==> config.mk <==
export PLATFORM = sky130hd
export DESIGN_NAME = seq_shift_add_multiplier
export DESIGN_NICKNAME = d
export VERILOG_FILES = /design/src/rtl/seq_shift_add_multiplier.sv
export SDC_FILE = /design/constraint.sdc
export NUM_CORES = 1
export LEC_CHECK = 0
export BUFFER_PORTS_ARGS = -buffer_cell sky130_fd_sc_hd__clkbuf_2
export CELL_PAD_IN_SITES_DETAIL_PLACEMENT = 0
export CELL_PAD_IN_SITES_GLOBAL_PLACEMENT = 2
export CORE_ASPECT_RATIO = 0.8
export CORE_MARGIN = 2
export CORE_UTILIZATION = 35
export DETAILED_ROUTE_END_ITERATION = 7
export PLACE_DENSITY_LB_ADDON = 0.1
export SYNTH_ARGS = -nofsm -noshare
export SYNTH_HDL_FRONTEND = slang
export SYNTH_SLANG_ARGS = --single-unit
==> constraint.sdc <==
create_clock -name clk -period 3.5 [get_ports clk]
set_input_delay 0 -clock clk [delete_from_list [all_inputs] [get_ports clk]]
set_output_delay 0 -clock clk [all_outputs]
set_load 0.1 [all_outputs]
==> src/rtl/seq_shift_add_multiplier.sv <==
// ----------------------------------------------------------------------------
// seq_shift_add_multiplier
//
// Iterative radix-2 shift-add multiplier with an optional two's complement
// mode. One multiplication is in flight at a time. Operands enter on a
// valid/ready handshake and the product leaves on a second valid/ready
// handshake.
//
// Signed operation works on magnitudes. The sign of the product is recorded
// at acceptance and applied to the final accumulator.
//
// Build option:
//   MULT_EARLY_TERM_EN - when defined, CALC finishes as soon as the shifted
//                        multiplier becomes zero. Latency is then
//                        max(1, msb index of |B| + 1) edges instead of a
//                        fixed WIDTH edges.
//
// Parameters:
//   WIDTH        operand width (2..32); the product is 2*WIDTH bits
//
// Ports:
//   clk          rising-edge clock
//   rst          synchronous reset, active-high
//   in_valid     A, B and signed_mode are valid this cycle
//   in_ready     operands can be accepted (IDLE only)
//   A            multiplicand
//   B            multiplier
//   signed_mode  1: operands are two's complement, 0: unsigned
//   out_valid    P holds a completed product
//   out_ready    consumer takes P this cycle
//   P            product, stable while out_valid is high
//   busy         operation in CALC or waiting in DONE
// ----------------------------------------------------------------------------
module seq_shift_add_multiplier #(
   parameter int WIDTH = 8
) (
   input  logic                 clk,
   input  logic                 rst,
   input  logic                 in_valid,
   output logic                 in_ready,
   input  logic [WIDTH-1:0]     A,
   input  logic [WIDTH-1:0]     B,
   input  logic                 signed_mode,
   output logic                 out_valid,
   input  logic                 out_ready,
   output logic [2*WIDTH-1:0]   P,
   output logic                 busy
);

   localparam int CNT_W = $clog2(WIDTH + 1);
   localparam int PW    = 2 * WIDTH;

   typedef enum logic [1:0] {
      IDLE = 2'd0,
      CALC = 2'd1,
      DONE = 2'd2
   } state_t;

   // Magnitude of an operand. The most-negative value maps onto itself as a
   // bit pattern, which read unsigned is exactly 2^(WIDTH-1).
   function automatic logic [WIDTH-1:0] magnitude(input logic [WIDTH-1:0] v,
                                                  input logic is_signed);
      logic signed [WIDTH-1:0] sv;
      sv = v;
      if (is_signed && sv[WIDTH-1]) begin
         magnitude = -sv;
      end else begin
         magnitude = v;
      end
   endfunction

   // Two's complement negation in the full product width.
   function automatic logic [PW-1:0] apply_sign(input logic [PW-1:0] mag,
                                                input logic neg);
      if (neg) begin
         apply_sign = ~mag + PW'(1);
      end else begin
         apply_sign = mag;
      end
   endfunction

   state_t             state_q, state_d;
   logic [PW-1:0]      mcand_q, mcand_d;
   logic [WIDTH-1:0]   mplier_q, mplier_d;
   logic [PW-1:0]      acc_q, acc_d;
   logic [CNT_W-1:0]   cnt_q, cnt_d;
   logic               neg_q, neg_d;
   logic [PW-1:0]      p_q, p_d;

   logic [PW-1:0]      acc_step;
   logic [WIDTH-1:0]   mplier_shift;
   logic [CNT_W-1:0]   cnt_dec;
   logic               finish;

   always_comb begin
      state_d  = state_q;
      mcand_d  = mcand_q;
      mplier_d = mplier_q;
      acc_d    = acc_q;
      cnt_d    = cnt_q;
      neg_d    = neg_q;
      p_d      = p_q;

      // One radix-2 step: conditional add, then shift both operands.
      acc_step     = mplier_q[0] ? (acc_q + mcand_q) : acc_q;
      mplier_shift = mplier_q >> 1;
      cnt_dec      = cnt_q - CNT_W'(1);
`ifdef MULT_EARLY_TERM_EN
      // Once no multiplier bits are left, later steps cannot change acc.
      finish = (cnt_dec == '0) || (mplier_shift == '0);
`else
      finish = (cnt_dec == '0);
`endif

      case (state_q)
         IDLE: begin
            if (in_valid) begin
               mcand_d  = {{WIDTH{1'b0}}, magnitude(A, signed_mode)};
               mplier_d = magnitude(B, signed_mode);
               acc_d    = '0;
               cnt_d    = CNT_W'(WIDTH);
               neg_d    = signed_mode & (A[WIDTH-1] ^ B[WIDTH-1]);
               state_d  = CALC;
            end
         end
         CALC: begin
            acc_d    = acc_step;
            mcand_d  = mcand_q << 1;
            mplier_d = mplier_shift;
            cnt_d    = cnt_dec;
            if (finish) begin
               p_d     = apply_sign(acc_step, neg_q);
               state_d = DONE;
            end
         end
         DONE: begin
            if (out_ready) begin
               state_d = IDLE;
            end
         end
         default: begin
            state_d = IDLE;
         end
      endcase
   end

   // A reset also clears the datapath, so an aborted product never shows on P.
   always_ff @(posedge clk) begin
      if (rst) begin
         state_q  <= IDLE;
         mcand_q  <= '0;
         mplier_q <= '0;
         acc_q    <= '0;
         cnt_q    <= '0;
         neg_q    <= 1'b0;
         p_q      <= '0;
      end else begin
         state_q  <= state_d;
         mcand_q  <= mcand_d;
         mplier_q <= mplier_d;
         acc_q    <= acc_d;
         cnt_q    <= cnt_d;
         neg_q    <= neg_d;
         p_q      <= p_d;
      end
   end

   assign in_ready  = (state_q == IDLE);
   assign busy      = (state_q != IDLE);
   assign out_valid = (state_q == DONE);
   assign P         = p_q;

endmodule
==> results.tsv, run 1 <==
stage	metric	value	unit
die	initial_core_util	36.02	%
die	die-area	0.01275	mm2
route	vias_per_cell	5.444	
worst_setup_path	crit_fanout	8	
power	comb_power_share	15.2	%
route	dr.pass1.iters	5	
worst_setup_path	slowest_delay	0.58	ns
flow_run	maxCapViolCount	0	
sta	hold_violations	0	
sta	relSlewSlack	34.24	%
route	totalWireLength	11.94	mm
logic_synthesis	synth_edf_count	0	
route	drc	0	
clock_tree	clockRootBuffer	clkbuf_16	
power	sequentialPowerShare	38.9	%
clock_tree	clock-sinks	63	
sta	fin_setup_tns	0	ns
die	dieWidth	125.7	um
global_route	grt_max_degree	62	
place	dp.final_hpwl	8.395	mm
logic_synthesis	synthDistinctLibCells	63	
worst_setup_path	path_class	register to register	
logic_synthesis	ys.flop_type	dfxtp_1	
sta	skew	0.005111	ns
finish	drive_gt1_share	14.31	%
power	internal_power	1.415	mW
finish	nets	617	
finish	stdcell_area	0.004858	mm2
logic_synthesis	synthArstFlopShare	0	%
route	num_vias	3963	
worst_setup_path	critical_path.cell_chain	ha_1, o211ai_4, o2111a_1, or4_1, or4_4, or3_1, o31ai_2, xor2_1, o21ai_1	
power	ir_drop	234.5	uV
power	p_clk_share	45.8	%
route	ant_nets	0	
die	die_h	101.4	um
logic_synthesis	synth.net_count	575	
die	io_pins	40	
place	dpl_cell_area	0.004463	mm2
logic_synthesis	ys_seq_area_share	30.40	%
worst_setup_path	r2r_slack	0.29	ns
sta	worstMarginPinSlew	0.9864	ns
clock_tree	insertion_delay	0.33	ns
global_route	grt_pass1_wl	20.05	mm
sta	fin_crit_sh	91.58	%
clock_tree	post-cts-setup-buffers	0	
global_route	grt_pass1_vias	3748	
sta	grt_setup_unrepaired	no	
logic_synthesis	ys_warn_count	0	
sta	setup_viol	0	
place	place_inst	703	
power	powerDensity	404.2	mW/mm2
clock_tree	cts_tree	yes	
finish	fin_cells	728	
logic_synthesis	ys_ff_latch	63	
die	rows	35	
finish	syn_to_final_growth	17.10	%
worst_setup_path	start_kind	register	
global_route	antenna_found_initial	0	
global_route	track_usage	19.73	%
finish	fill_cells	1166	
sta	finalCriticalPeriod	3.205	ns
place	numPortBuffers	39	
route	drt_iter0_drc	281	
clock_tree	htree_num_levels	3	
power	p_sw_share	27.94	%
worst_setup_path	cp_slowest_cell	or4_4	
sta	report.final.slew_viol_count	0	
global_route	grt-ovfl-total	0	
finish	layout_commonest_cell	a21oi_1	
sta	fin_hold_ws	0.004013	ns
worst_hold_path	min_path_type	input pin to register	
worst_setup_path	worstPathArrival	3.42	ns
clock_tree	clk_path_buf_depth	2	
finish	layout_common_cells	a21oi_1 (64), dfxtp_1 (63), nand2_1 (58)	
clock_tree	clkTransAtPathRegs	0.06	ns
logic_synthesis	syn_avg_cell_area	7.784	um2
finish	utilization	42.18	%
logic_synthesis	synth_area	0.004149	mm2
logic_synthesis	syn_inst	533	
sta	max_freq	312.0	MHz
clock_tree	numCtsBuffers	9	
finish	antennaDiodeCount	0	
die	coreArea	0.01152	mm2
worst_setup_path	required	3.71	ns
power	p_sw	0.5487	mW
status	outcome	finished, final reports clean	
place	place_congestion	0.8816	
route	wl_per_cell	16.40	um
power	leakage	1.870	nW
worst_setup_path	cp-end-kind	register	
## registers in the layout, summed over array words and instances (netlist names)
register and cells:
P 16, mplier_q 8, cnt_q 4, mcand_q 16
neg_q 1, state_q 2, acc_q 16
## power by group through the flow
| stage | clock network, mW | logic, mW | registers [mW] |
|---|---|---|---|
| global route | 0.958 | 0.335 | 0.768 |
| CTS | 0.923 | 0.299 | 0.764 |
| global placement | 0 | 0.289 | 0.779 |
| detailed placement | 0 | 0.290 | 0.780 |
| finish | 0.900 | 0.299 | 0.765 |
| floorplan | 0 | 0.210 | 0.775 |
## cell usage after synthesis (all sizes together), types with 2 or more instances
| cell | instances | area, um2 |
|---|---|---|
| a21o | 2 | 15.01 |
| o21ai | 19 | 95.09 |
| a221oi | 6 | 52.55 |
| nand4b | 4 | 35.03 |
| and4bb | 2 | 25.02 |
| nor3 | 13 | 65.06 |
| o31ai | 4 | 35.03 |
| a2111oi | 2 | 17.52 |
| a311oi | 3 | 26.28 |
| nand3 | 30 | 150.1 |
| a31oi | 10 | 62.56 |
| nand4 | 2 | 12.51 |
| clkbuf | 26 | 127.6 |
| a21oi | 64 | 320.3 |
| nor4b | 2 | 17.52 |
| nor3b | 3 | 22.52 |
| buf | 5 | 43.79 |
| or3 | 8 | 50.05 |
| inv | 18 | 67.56 |
| nor4 | 2 | 12.51 |
| nand2 | 58 | 217.7 |
| nor2 | 50 | 187.7 |
| nand2b | 8 | 50.05 |
| nor2b | 6 | 37.54 |
| o2111ai | 3 | 26.28 |
| nand3b | 8 | 60.06 |
| xor2 | 9 | 78.83 |
| o211a | 3 | 30.03 |
| o311ai | 3 | 26.28 |
| xnor2 | 16 | 140.1 |
| or4 | 2 | 18.77 |
| o211ai | 5 | 51.30 |
| dfxtp | 63 | 1261 |
| and2 | 3 | 18.77 |
| a22oi | 13 | 97.59 |
| and3 | 6 | 37.54 |
| ha | 20 | 250.2 |
| mux2i | 7 | 70.07 |
| mux2 | 3 | 33.78 |
| a211oi | 6 | 50.05 |
## final timing paths
path                   start         end  cells past startpoint
setup / recovery  mcand_q[3]       P[10]                      9
hold / removal          A[6]  mcand_q[6]                      4
setup reg to reg  mcand_q[3]       P[10]                      9
hold reg to reg         P[5]        P[5]                      2
## worst max-delay path: cells and delay by family (launching register included)
| family | cells | cell delay [ns] |
|---|---|---|
| and+or+nand+nor | 3 | 1.45 |
| AOI/OAI and AO/OA | 4 | 0.67 |
| adders and majority gates | 1 | 0.45 |
| DFF | 1 | 0.33 |
| xor gates and xnor gates | 1 | 0.18 |
## metrics by stage
stage	power, mW	worst slack, ns
2_1_floorplan	0.9843	0.4224
3_3_place_gp	1.068	0.3237
3_5_place_dp	1.069	0.2341
4_1_cts	1.986	0.2203
5_1_grt	2.061	0.03280
6_report	1.964	0.2947
## what timing repair did
item	CTS	global route
resized for setup	0	1
hold buffers	9	0
setup endpoints to repair	0	2
endpoints found under the hold margin	10	0
## kinds of logic (layout without fill, tap and decap cells)
family / Yosys count / count (layout) / share of synthesized area [%]
fa+ha+maj: 21 / 21 / 6.514
buf+inv: 50 / 97 / 6.001
xor+xnor: 25 / 25 / 5.277
simple gates: 210 / 210 / 25.24
mux: 10 / 10 / 2.503
compound gates: 154 / 154 / 24.07
flops: 63 / 63 / 30.40
## layout make-up
cell class,count,area (um2),share of cell area (%)
inverter,18,67.56,1.391
multi-input combinational,420,2646,54.47
tap,148,185.2,3.811
sequential,63,1261,25.96
clock inverter,5,57.56,1.185
clock buffer,11,242.7,4.996
timing repair buffer,63,397.9,8.190
## layer usage
layer,routed length (um),GRT usage (%),vias up
met1,6727,30.51,1845
met4,111,4.903,0
met5,0,0,-
li1,-,-,2028
met3,525,4.279,11
met2,4578,27.48,79
Power figures use the tool's default switching activity.
==> inputs of run 2 (changes only) <==
ABC_AREA = 1   (was default)
CORE_UTILIZATION = 32   (was 35)
SKIP_LAST_GASP = 1   (was default)
==> results.tsv, run 2 <==
stage	metric	value	unit	change
status	outcome	finished, final reports clean		
sta	fin_hold_ws	0.02654	ns	+0.02253 ns
worst_setup_path	path_class	register to register		
power	sequentialPowerShare	35.4	%	-3.5 points
global_route	grt_pass1_wl	20.31	mm	+1.3%
worst_setup_path	worstPathArrival	2.87	ns	-0.55 ns
logic_synthesis	synth.net_count	739		+29%
clock_tree	numCtsBuffers	9		unchanged
global_route	antenna_found_initial	0		unchanged
clock_tree	insertion_delay	0.34	ns	about the same
global_route	grt-ovfl-total	0		unchanged
route	drt_iter0_drc	387		+38%
logic_synthesis	synth_edf_count	0		unchanged
global_route	grt_max_degree	50		-19%
die	die-area	0.01457	mm2	+14%
logic_synthesis	ys_warn_count	0		unchanged
worst_setup_path	cp.buffers_inverters	1		+1
finish	layout_commonest_cell	nand2_1		
sta	finalCriticalPeriod	2.591	ns	-0.6139 ns
worst_setup_path	r2r_start	mcand_q[0]		
logic_synthesis	syn_inst	697		+31%
power	internal_power	1.507	mW	+6.5%
route	ant_nets	0		unchanged
worst_setup_path	slowest_delay	0.52	ns	-0.06 ns
worst_setup_path	start_kind	register		
place	dp.final_hpwl	9.303	mm	+11%
logic_synthesis	synthDistinctLibCells	43		-32%
clock_tree	clockRootBuffer	clkbuf_16		
power	powerDensity	429.8	mW/mm2	+6.3%
worst_setup_path	required	3.78	ns	+0.07 ns
logic_synthesis	synth_top_area_share	28.95	%	-1.4 points
sta	skew	0.006766	ns	+0.001655 ns
logic_synthesis	ys.flop_type	dfxtp_1		
power	p_sw_share	30.87	%	+2.9 points
finish	layout_common_cells	nand2_1 (233), inv_1 (82), dfxtp_1 (63)		
worst_setup_path	cpMostUsedCell	nor2_1		
die	dieWidth	134.5	um	+6.9%
sta	grt_setup_unrepaired	no		
logic_synthesis	synth_area	0.004357	mm2	+5.0%
power	p_sw	0.6729	mW	+23%
worst_hold_path	min_to	mplier_q[3]		
clock_tree	clock-sinks	63		unchanged
place	numPortBuffers	39		unchanged
route	drc	0		unchanged
clock_tree	post_cts_resize_count	0		unchanged
worst_setup_path	crit_fanout	4		-4
power	fin_total_pwr	2.179	mW	+11%
sta	report.final.slew_viol_count	0		unchanged
sta	fin_setup_tns	0	ns	unchanged
die	coreArea	0.01341	mm2	+16%
sta	hold_violations	0		unchanged
route	vias_per_cell	4.655		-14%
die	io_pins	40		unchanged
finish	antennaDiodeCount	0		unchanged
logic_synthesis	ys_seq_area_share	28.95	%	-1.4 points
global_route	grt_pass1_vias	3914		+4.4%
logic_synthesis	ys_ff_latch	63		unchanged
global_route	track_usage	18.09	%	-1.6 points
die	rows	38		+8.6%
clock_tree	cts_tree	yes		
place	place_congestion	0.8190		-7.1%
die	initial_core_util	32.49	%	-3.5 points
logic_synthesis	synth.most_common_cell	nand2_1		
sta	setup_slack	0.9085	ns	+0.6139 ns
logic_synthesis	synth.largest_area_cell	dfxtp_1		
clock_tree	clkTransAtPathRegs	0.06	ns	about the same
finish	syn_to_final_growth	16.40	%	
route	wl_per_cell	13.58	um	-17%
power	ir_drop	286.1	uV	+22%
finish	nets	777		+26%
worst_setup_path	rr_worst_depth	13		+4
sta	relSlewSlack	61.51	%	+27 points
clock_tree	clk_path_buf_depth	2		unchanged
worst_hold_path	min_path_type	input pin to register		
flow_run	maxCapViolCount	0		unchanged
worst_setup_path	worstSetupPathDepth	13		+4
route	totalWireLength	12.49	mm	+4.6%
worst_setup_path	cp_top_family	adder cells		
place	post-place-ws	0.9560	ns	+0.7219 ns
finish	drive_gt1_share	13.78	%	-0.53 points
worst_setup_path	critical_path.cell_chain	ha_1, fa_1, o21ai_4, ha_1, inv_1, nor2_1, nand3_1, nor2_2, nand2_2, o21ai_1, xor2_1, nor2_1, nor2_1		
sta	max_freq	385.9	MHz	+24%
route	num_vias	4283		+8.1%
logic_synthesis	synthArstFlopShare	0	%	unchanged
power	p_clk_share	44.8	%	-1.0 points
sta	setup_viol	0		unchanged
worst_setup_path	r2r_slack	0.91	ns	+0.61 ns
worst_setup_path	cp-end-kind	register		
worst_setup_path	rr_endpoint	P[10]		
worst_setup_path	cp_slowest_cell	fa_1		
logic_synthesis	yosys-top-cells-area	dfxtp_1 (29%), nand2_1 (20%), inv_1 (7.1%)		
die	die_h	108.4	um	+6.9%
sta	worstMarginPinSlew	0.5774	ns	-0.4089 ns
logic_synthesis	syn_avg_cell_area	6.251	um2	-20%
power	comb_power_share	19.8	%	+4.6 points
logic_synthesis	yosys-top-cells-count	nand2_1 (233), inv_1 (82), dfxtp_1 (63)		
clock_tree	htree_num_levels	3		unchanged
sta	fin_crit_sh	74.04	%	-18 points
worst_hold_path	min_path_cells	4		unchanged
worst_hold_path	hp-start	B[3]		
route	dr.pass1.iters	5		unchanged
power	leakage	2.410	nW	+29%
==> run 2: changes by cell type after synthesis, moves of 8 or more <==
cell,before,now
nand2_1,58,233
inv_1,18,82
nand3_1,30,54
xnor2_1,16,2
a22oi_1,13,0
or2_2,0,11
a21oi_1,64,54
nor3_1,13,4
clkbuf_1,23,15
nand2b_1,8,0
or3_1,8,0
==> run 2: metrics by stage <==
| step | std cells | instance area [um2] | util, % |
|---|---|---|---|
| after floorplan | 697 | 4357 | - |
| after global placement | 898 | 4691 | 34.99 |
| after detailed placement | 898 | 4691 | 34.99 |
| after CTS | 920 | 5071 | 37.82 |
| after global routing | 920 | 5071 | 37.82 |
| final | 920 | 5071 | 37.82 |
==> run 2: power by group through the flow <==
stage / combinational (mW) / clock (mW) / sequential, mW
floorplan: 0.307 / 0 / 0.803
global placement: 0.426 / 0 / 0.786
detailed placement: 0.427 / 0 / 0.787
global route: 0.485 / 1.03 / 0.776
CTS: 0.434 / 1.00 / 0.771
finish: 0.431 / 0.977 / 0.771
==> run 2: layer usage <==
layer	routed length, um	up-vias	global-route usage, %	part of all wire, %
met1	7414	1906	28.66	59
li1	-	2304	-	-
met5	0	-	0	0
met2	4502	64	23.98	36
met4	106	0	3.759	0.85
met3	469	9	4.454	3.8
==> run 2: cells by family after synthesis <==
group,synth area share [%]
AOI/OAI and AO/OA,13.87
and+or+nand+nor,38.80
buffers and inverters,10.77
xor gates and xnor gates,1.407
DFF,28.95
adders and majority gates,6.203
==> run 2: worst min-delay path: stages <==
cell and delay [ns]:
clkbuf_2 0.10, nand2_1 0.05, nand3_1 0.08, a31oi_1 0.07
==> run 2: final cells by class <==
type | instances | area (um2)
fill | 1475 | 8337
multi-input combinational | 523 | 2634
sequential | 63 | 1261
inverter | 86 | 322.8
timing repair buffer | 52 | 307.8
clock buffer | 9 | 225.2
tap | 180 | 225.2
clock inverter | 7 | 95.09
==> run 2: worst max-delay path by stage <==
stage	startpoint	end
final	mcand_q[0]	P[10]
after global routing	mcand_q[0]	P[13]
after CTS	mcand_q[0]	P[14]
after detailed placement	mcand_q[0]	P[14]
after global placement	mcand_q[0]	P[14]
after floorplan	state_q[1]	mcand_q[6]
==> run 2: timing repair <==
action                                  in CTS  in global routing
endpoints found under the hold margin        5                  0
endpoints found under the setup margin       0                  0
hold buffers                                 6                  0
buffers inserted                             0                  0
==> inputs of run 3 (changes only) <==
CORE_UTILIZATION = 29   (was 32)
clock period = 2.16 ns   (was 3.5 ns; I/O delays follow)
==> results.tsv, run 3 (synthesized netlist as in run 2, its figures left out) <==
stage	metric	value	unit	change
finish	nets	856		+10%
route	drc	0		unchanged
worst_setup_path	critical_path.cell_chain	ha_4, fa_2, o21ai_4, ha_2, inv_2, nor2_4, nand3_2, nor2_4, nand2_4, nor2_4, nand3_1, nand3_1, nand2_1, nor2_1, nor2_1		
worst_setup_path	start_kind	register		
clock_tree	htree_num_levels	3		unchanged
global_route	antenna_found_initial	0		unchanged
global_route	track_usage	17.82	%	-0.28 points
sta	max_freq	422.3	MHz	+9.4%
die	coreArea	0.01486	mm2	+11%
sta	setup_slack	-0.2082	ns	-1.117 ns
route	totalWireLength	13.77	mm	+10%
die	io_pins	40		unchanged
finish	utilization	39.44	%	+1.6 points
sta	setup_viol	9		+9
worst_setup_path	required	2.39	ns	-1.39 ns
global_route	grt_max_degree	50		unchanged
place	dp.final_hpwl	10.18	mm	+9.4%
finish	multi_input_area	0.002838	mm2	+7.7%
sta	worstMarginPinSlew	0.5954	ns	+0.01798 ns
worst_setup_path	path_class	register to register		
route	num_vias	4588		+7.1%
power	ir_drop	517.9	uV	+81%
route	wl_per_cell	13.66	um	+0.61%
worst_setup_path	crit_fanout	3		-1
sta	hold_violations	0		unchanged
sta	grt_setup_unrepaired	yes		
finish	drive_gt1_share	27.72	%	+14 points
status	violations	negative setup slack		
finish	layout_commonest_cell	nand2_1		
finish	fill_cells	1629		+10%
flow_run	maxCapViolCount	0		unchanged
die	initial_core_util	29.31	%	-3.2 points
worst_setup_path	slowest_delay	0.44	ns	-0.08 ns
clock_tree	clock-sinks	63		unchanged
status	outcome	finished, violations left		
sta	finalCriticalPeriod	2.368	ns	-0.2233 ns
route	dr.max_layer_used	met4		
route	dr.pass1.iters	5		unchanged
finish	antennaDiodeCount	0		unchanged
global_route	grt-ovfl-total	0		unchanged
sta	fin_crit_sh	109.6	%	+36 points
place	numPortBuffers	39		unchanged
finish	syn_to_final_growth	34.55	%	
clock_tree	clk_path_buf_depth	2		unchanged
route	vias_per_cell	4.552		-2.2%
die	dieWidth	141.0	um	+4.9%
finish	ff_latch_area	0.001270	mm2	+0.69%
place	place_congestion	0.7755		-5.3%
worst_hold_path	min_path_type	input pin to register		
worst_setup_path	cp-end-kind	register		
die	rows	40		+5.3%
power	p_sw	1.123	mW	+67%
clock_tree	clockRootBuffer	clkbuf_16		
sta	skew	0.005513	ns	-0.001253 ns
power	p_clk_share	37.3	%	-7.5 points
worst_setup_path	cp_slowest_cell	fa_2		
clock_tree	clkTransAtPathRegs	0.06	ns	about the same
route	ant_nets	0		unchanged
power	internal_power	2.364	mW	+57%
worst_setup_path	cpMostUsedCell	nor2_4		
clock_tree	numCtsBuffers	9		unchanged
sta	fin_setup_tns	-1.436	ns	-1.436 ns
power	comb_power_share	26.8	%	+7.0 points
sta	fin_hold_ws	0.01105	ns	-0.01548 ns
clock_tree	insertion_delay	0.34	ns	about the same
worst_setup_path	cp_top_family	simple AND/OR/NAND/NOR gates		
finish	layout_common_cells	nand2_1 (218), buf_4 (82), inv_1 (81)		
route	drt_iter0_drc	278		-28%
global_route	grt_pass1_vias	4241		+8.4%
worst_setup_path	cp.buffers_inverters	1		unchanged
global_route	grt_pass1_wl	22.27	mm	+9.7%
route	drt-met1-wl	8.027	mm	+8.3%
power	powerDensity	594.9	mW/mm2	+38%
worst_setup_path	worstPathArrival	2.60	ns	-0.27 ns
sta	report.final.slew_viol_count	0		unchanged
power	sequentialPowerShare	35.9	%	+0.5 points
route	wl_met3	546	um	+16%
die	die-area	0.01603	mm2	+10%
sta	relSlewSlack	60.31	%	-1.2 points
power	p_sw_share	32.21	%	+1.3 points
route	met2_length	5.095	mm	+13%
power	leakage	2.792	nW	+16%
clock_tree	cts_tree	yes		
die	die_h	113.6	um	+4.9%
## run 3: changes by cell type in the layout (fill, tap and decap cells not counted), moves of 4 or more
cell / change
buf_6: +4
nor2_4: +4
nand2_2: +14
nor2_1: -6
ha_1: -8
buf_4: +75
dfxtp_1: -7
nand2_1: -15
dfxtp_2: +7
ha_4: +6
## run 3: worst paths after layout
kind	start	to	slack, ns	cells past startpoint
hold reg to reg	mplier_q[7]	mplier_q[7]	0.47	2
setup / recovery	mcand_q[0]	P[14]	-0.21	15
hold / removal	B[2]	mplier_q[2]	0.01	4
setup reg to reg	mcand_q[0]	P[14]	-0.21	15
## run 3: metrics by stage
| step | cell area, um2 | setup slack, ns | power (mW) | instances |
|---|---|---|---|---|
| 2_1_floorplan | 4384 | -0.1193 | 1.805 | 697 |
| 3_3_place_gp | 5303 | -0.1881 | 2.100 | 980 |
| 3_5_place_dp | 5303 | -0.2368 | 2.101 | 980 |
| 4_1_cts | 5644 | -0.2476 | 3.455 | 1004 |
| 5_1_grt | 5862 | -0.3785 | 3.684 | 1008 |
| 6_report | 5862 | -0.2082 | 3.487 | 1008 |
## run 3: per-layer routing
metal	track usage [%]	vias up
li1	-	2467
met1	28.25	2046
met2	24.10	68
met3	4.366	7
met4	3.200	0
met5	0	-
## run 3: power groups by stage
stage | registers [mW] | logic [mW] | clock network [mW]
after floorplan | 1.30 | 0.502 | 0
after global placement | 1.27 | 0.829 | 0
after detailed placement | 1.27 | 0.829 | 0
after CTS | 1.25 | 0.860 | 1.35
after global routing | 1.26 | 1.03 | 1.40
final | 1.25 | 0.933 | 1.30
## run 3: worst min-delay path, stage by stage
cell and delay, ns:
clkbuf_2 0.10, nand2_1 0.05, nand3_1 0.07, a31oi_1 0.07
## run 3: layout make-up
cell class	count	share of cell area [%]
clock inverter	4	0.3842
multi-input combinational	523	48.41
sequential	63	21.66
timing repair buffer	131	15.97
clock buffer	12	4.034
inverter	86	5.507
tap	189	4.034
## run 3: timing repair
item / in CTS / in global routing
gates cloned: 0 / 0
setup endpoints to repair: 10 / 17
hold endpoints to repair: 3 / 0
pin swaps: 2 / 7
buffers inserted: 4 / 7
gates resized for setup: 3 / 48
hold buffers: 4 / 0
